--- src/rtl/stopwatch_ctrl.sv ---
// Control sequencer for the stopwatch time-count datapath: merges button edges
// and UART command bytes, arbitrates them, and runs the run/stop/clear FSM.
module stopwatch_ctrl #(
  parameter int         CLEAR_CYCLES = 2,
  parameter logic [7:0] CMD_RUN      = 8'h72,
  parameter logic [7:0] CMD_CLEAR    = 8'h63,
  parameter logic [7:0] CMD_MODE     = 8'h6D
) (
  input  logic       clk,
  input  logic       reset,
  input  logic       btn_run,
  input  logic       btn_clear,
  input  logic       btn_mode,
  input  logic [7:0] rx_data,
  input  logic       rx_valid,
  output logic       enable,
  output logic       clear,
  output logic       change,
  output logic       cmd_err,
  output logic [1:0] state
);

  typedef enum logic [1:0] {
    ST_STOP  = 2'b00,
    ST_RUN   = 2'b01,
    ST_CLEAR = 2'b10
  } state_t;

  localparam logic [7:0] CLEAR_LOAD = 8'(CLEAR_CYCLES);

  // Button edge detection and UART decode
  logic run_prev, clear_prev, mode_prev;
  logic uart_run, uart_clear, uart_mode, uart_bad;
  logic run_req_d, clear_req_d, mode_req_d;

  always_comb begin
    uart_run    = rx_valid && (rx_data == CMD_RUN);
    uart_clear  = rx_valid && (rx_data == CMD_CLEAR);
    uart_mode   = rx_valid && (rx_data == CMD_MODE);
    uart_bad    = rx_valid && !(uart_run || uart_clear || uart_mode);
    // Both sources OR together, so a coincident button and byte is one event.
    run_req_d   = (btn_run   && !run_prev)   || uart_run;
    clear_req_d = (btn_clear && !clear_prev) || uart_clear;
    mode_req_d  = (btn_mode  && !mode_prev)  || uart_mode;
  end

  // Previous levels reset high so a button held through reset is not an event.
  logic run_req_q, clear_req_q, mode_req_q, bad_q;

  // NOTE: sequential state uses non-blocking assignments so every register
  // samples the pre-edge values regardless of statement order.
  always_ff @(posedge clk or posedge reset) begin
    if (reset) begin
      run_prev    <= 1'b1;
      clear_prev  <= 1'b1;
      mode_prev   <= 1'b1;
      run_req_q   <= 1'b0;
      clear_req_q <= 1'b0;
      mode_req_q  <= 1'b0;
      bad_q       <= 1'b0;
    end else begin
      run_prev    <= btn_run;
      clear_prev  <= btn_clear;
      mode_prev   <= btn_mode;
      run_req_q   <= run_req_d;
      clear_req_q <= clear_req_d;
      mode_req_q  <= mode_req_d;
      bad_q       <= uart_bad;
    end
  end

  // Run/stop/clear FSM
  state_t     state_q, state_d;
  logic [7:0] cnt_q, cnt_d;

  always_comb begin
    // NOTE: defaults first so every path assigns every output; no latches.
    state_d = state_q;
    cnt_d   = cnt_q;
    case (state_q)
      ST_STOP: begin
        // Run has priority; a simultaneous clear is dropped.
        if (run_req_q) begin
          state_d = ST_RUN;
        end else if (clear_req_q) begin
          state_d = ST_CLEAR;
          cnt_d   = CLEAR_LOAD;
        end
      end
      ST_RUN: begin
        if (run_req_q) state_d = ST_STOP;
      end
      ST_CLEAR: begin
        // Leaving at 1 keeps the 8-bit counter from ever wrapping.
        cnt_d = cnt_q - 8'd1;
        if (cnt_q == 8'd1) state_d = ST_STOP;
      end
      default: begin
        state_d = ST_STOP;
        cnt_d   = 8'd0;
      end
    endcase
  end

  always_ff @(posedge clk or posedge reset) begin
    if (reset) begin
      state_q <= ST_STOP;
      cnt_q   <= 8'd0;
      enable  <= 1'b0;
      clear   <= 1'b0;
      change  <= 1'b0;
      cmd_err <= 1'b0;
    end else begin
      state_q <= state_d;
      cnt_q   <= cnt_d;
      enable  <= (state_d == ST_RUN);
      clear   <= (state_d == ST_CLEAR);
      change  <= change ^ mode_req_q;
      cmd_err <= bad_q;
    end
  end

  assign state = state_q;

endmodule
--- config.mk ---
export PLATFORM = sky130hd
export DESIGN_NAME = stopwatch_ctrl
export DESIGN_NICKNAME = d
export VERILOG_FILES = /design/src/rtl/stopwatch_ctrl.sv
export SDC_FILE = /design/constraint.sdc
export NUM_CORES = 1
export LEC_CHECK = 0
export ABC_CLOCK_PERIOD_IN_PS = 1400
export CAP_MARGIN = 20
export CORE_ASPECT_RATIO = 1.1
export CORE_MARGIN = 2
export CORE_UTILIZATION = 44
export DETAILED_ROUTE_END_ITERATION = 6
export GPL_ROUTABILITY_DRIVEN = 1
export HOLD_SLACK_MARGIN = 0.06
export PLACE_DENSITY = 0.84
export SLEW_MARGIN = 20
export SYNTH_ARGS = -nofsm -noshare
export SYNTH_HDL_FRONTEND = slang
export SYNTH_SLANG_ARGS = --single-unit
--- constraint.sdc ---
create_clock -name clk -period 1.4 [get_ports clk]
set_input_delay 0.28 -clock clk [delete_from_list [all_inputs] [get_ports clk]]
set_output_delay 0.28 -clock clk [all_outputs]
set_load 0.05 [all_outputs]
==> summary.txt <==
STA
  • RSZ-0062 raised after global routing: yes
  • Setup TNS: -411 ps
  • Worst clock skew: 6.98 ps
  • Fin. max-slew vios: 0
  • Fin. Hold Viols: 0
  • Worst slew pin tran: 397 ps
  • Fin worst setup slack: -168 ps
  • Fin crit share: 112%
  • WHS: 300 ps
  • # setup viols final: 4
  • F_max: 638 MHz
  • Rel. slew slack: 73.5%
  • Crit path time final: 1570 ps

Synthesis
  • Post-synth EDFFs: 0
  • Area leader, netlist: dfrtp_1
  • Synth cell types: 37
  • Syn avg cell area: 10.8 um^2
  • Mapped Area: 972 um^2
  • Async SR Flop Fraction: 100%
  • #FFs+latches synth: 21
  • Synth top area share: 46.3%
  • Synth warn: 0
  • Ys flop type: dfrtp_1
  • Sequential share of the synthesized area: 54.4%
  • Area contributors post-synth: dfrtp_1 (46%), dfstp_2 (8.1%), inv_1 (3.9%), o22ai_1 (3.2%), ha_1 (2.6%)
  • Cells after Synth: 90
  • Syn_nets: 106

Clocking
  • H-tree depth: 1
  • Reg clk slew, reported paths: 110 ps
  • Clk sink count: 21
  • Clock Latency Late Sink: 300 ps
  • Root Buffer: clkbuf_4
  • Hold_buf cts: 0
  • Worst-case clock buffer depth: 2
  • CTS buffer count: 3
  • CTS tree: built

Min path
  • Worst hold path type: primary input to async pin

Run status
  • Status: finished with violations
  • Failing checks: negative setup slack

Floorplanning
  • Row count: 17
  • Die Ht: 53.3 um
  • Initial Utilization: 47.6%
  • Die area: 2600 um^2
  • Core area: 2040 um^2
  • # IOs: 20
  • Die X: 48.8 um

Cells and area
  • Area grow syn2layout: 49.0%
  • Biggest register: cnt_q
  • Diodes inserted: 0
  • Most frequent cells in the layout: buf_4 (19), dfrtp_1 (16), clkdlybuf4s50_1 (13)
  • Layout cell share with drive strength beyond 1: 32.3%
  • Most common cell after layout, fill and taps aside: buf_4
  • Max reg flops: 8
  • Nets@finish: 147

Critical path
  • Critical Path AT: 1820 ps
  • Required time of the critical path: 1650 ps
  • CP endpoint kind: flip-flop
  • Critical path class: flip-flop to flip-flop
  • Crit start category: flip-flop
  • CP max FO: 5

Placement
  • IO buf count: 19
  • Placer Congestion: 0.828
  • Hpwl dp: 1.65 mm

Global route
  • Vias in the first global route: 858
  • Initial antenna violation count: 0
  • Largest net degree at the start of global routing: 22
  • Grt ovf: 0
  • GRT Util Overall: 18.6%
  • First-pass GRT wire length: 3.58 mm

Flow run
  • Max_cap viols: 0

Drt
  • DR iter-0 viols: 16
  • DRC Markers: 0
  • Post-route antenna net violation count: 0
  • Via count: 859
  • 1st-pass router iterations: 4
  • Final wirelength: 2.09 mm
  • Routed len/inst: 13.2 um
  • Via density per instance: 5.44

Pwr
  • Peak supply drop: 1260 uV
  • Leakage: 0.671 nW
  • PD cells: 2010 nW/um^2
## final timing paths
check / start / to / slack (ps) / depth (start not counted)
worst max-delay path: cnt_q[5] / cnt_q[6] / -170 / 3
worst min-delay path: reset / cnt_q[0] / 300 / 3
worst max register to register: cnt_q[5] / cnt_q[6] / -170 / 3
worst min register to register: bad_q / cmd_err / 380 / 0
max in group asynchronous: reset / clear_prev / 830 / 3
min in group clk: bad_q / cmd_err / 380 / 0
## area by class of cell
cell class,instances,area [um^2]
fill,155,593
sequential,21,532
multi-input combinational,56,414
timing repair buffer,39,404
inverter,10,37.5
tap,28,35.0
clock buffer,4,26.3
## cell families after synthesis
logic type      count (synthesis)  synth area share (%)
simple gates                   29                  18.4
compound gates                 22                  16.9
flops                          21                  54.4
buf+inv                        13                  5.02
xor+xnor                        3                  2.70
fa+ha+maj                       2                  2.57
## cell usage after synthesis, types with 2 or more instances
cell      count
nor2b_1       3
a31oi_1       2
clkbuf_1      2
nor2_1        4
nor3_1        3
nor3b_1       3
o21ai_0       2
xor2_1        2
a311oi_1      2
nand2_1       3
dfrtp_1      18
dfstp_2       3
o22ai_1       5
ha_1          2
nand2b_1      2
nand3_1       3
inv_1        10
a21oi_1       2
## metal layers
| metal | global-route usage [%] | wire length, um | up-vias |
|---|---|---|---|
| met5 | 0 | 0 | - |
| met4 | 10.0 | 40 | 0 |
| met3 | 2.82 | 58 | 5 |
| met2 | 36.1 | 1150 | 20 |
| met1 | 19.6 | 835 | 425 |
| li1 | - | - | 409 |
## per-stage QoR
stage	utilization [%]	cells	worst slack, ps	power (mW)	cell area, um^2
2_1_floorplan	-	90	-141	1.80	995
3_3_place_gp	67.5	150	-123	2.48	1380
3_5_place_dp	67.5	150	-262	2.54	1380
4_1_cts	69.2	155	-169	2.85	1410
5_1_grt	71.0	158	-219	3.10	1450
6_report	71.0	158	-168	2.91	1450
## critical path, stage by stage (launching register included)
cell and delay, ps:
dfrtp_1 390, or4_4 570, or4_1 480, nand3_1 80
## report_power, final
group / total, mW / switching [mW] / internal, mW
Combinational: 1.69 / 0.807 / 0.884
Sequential: 0.935 / 0.153 / 0.782
Clock: 0.284 / 0.172 / 0.111
## repair_timing
action,in CTS,in global routing
pin swaps,2,1
endpoints found under the hold margin,0,0
gates resized for setup,0,3
endpoints found under the setup margin,4,7
buffers inserted,1,3
No activity file was read; power rests on OpenSTA's default activity.
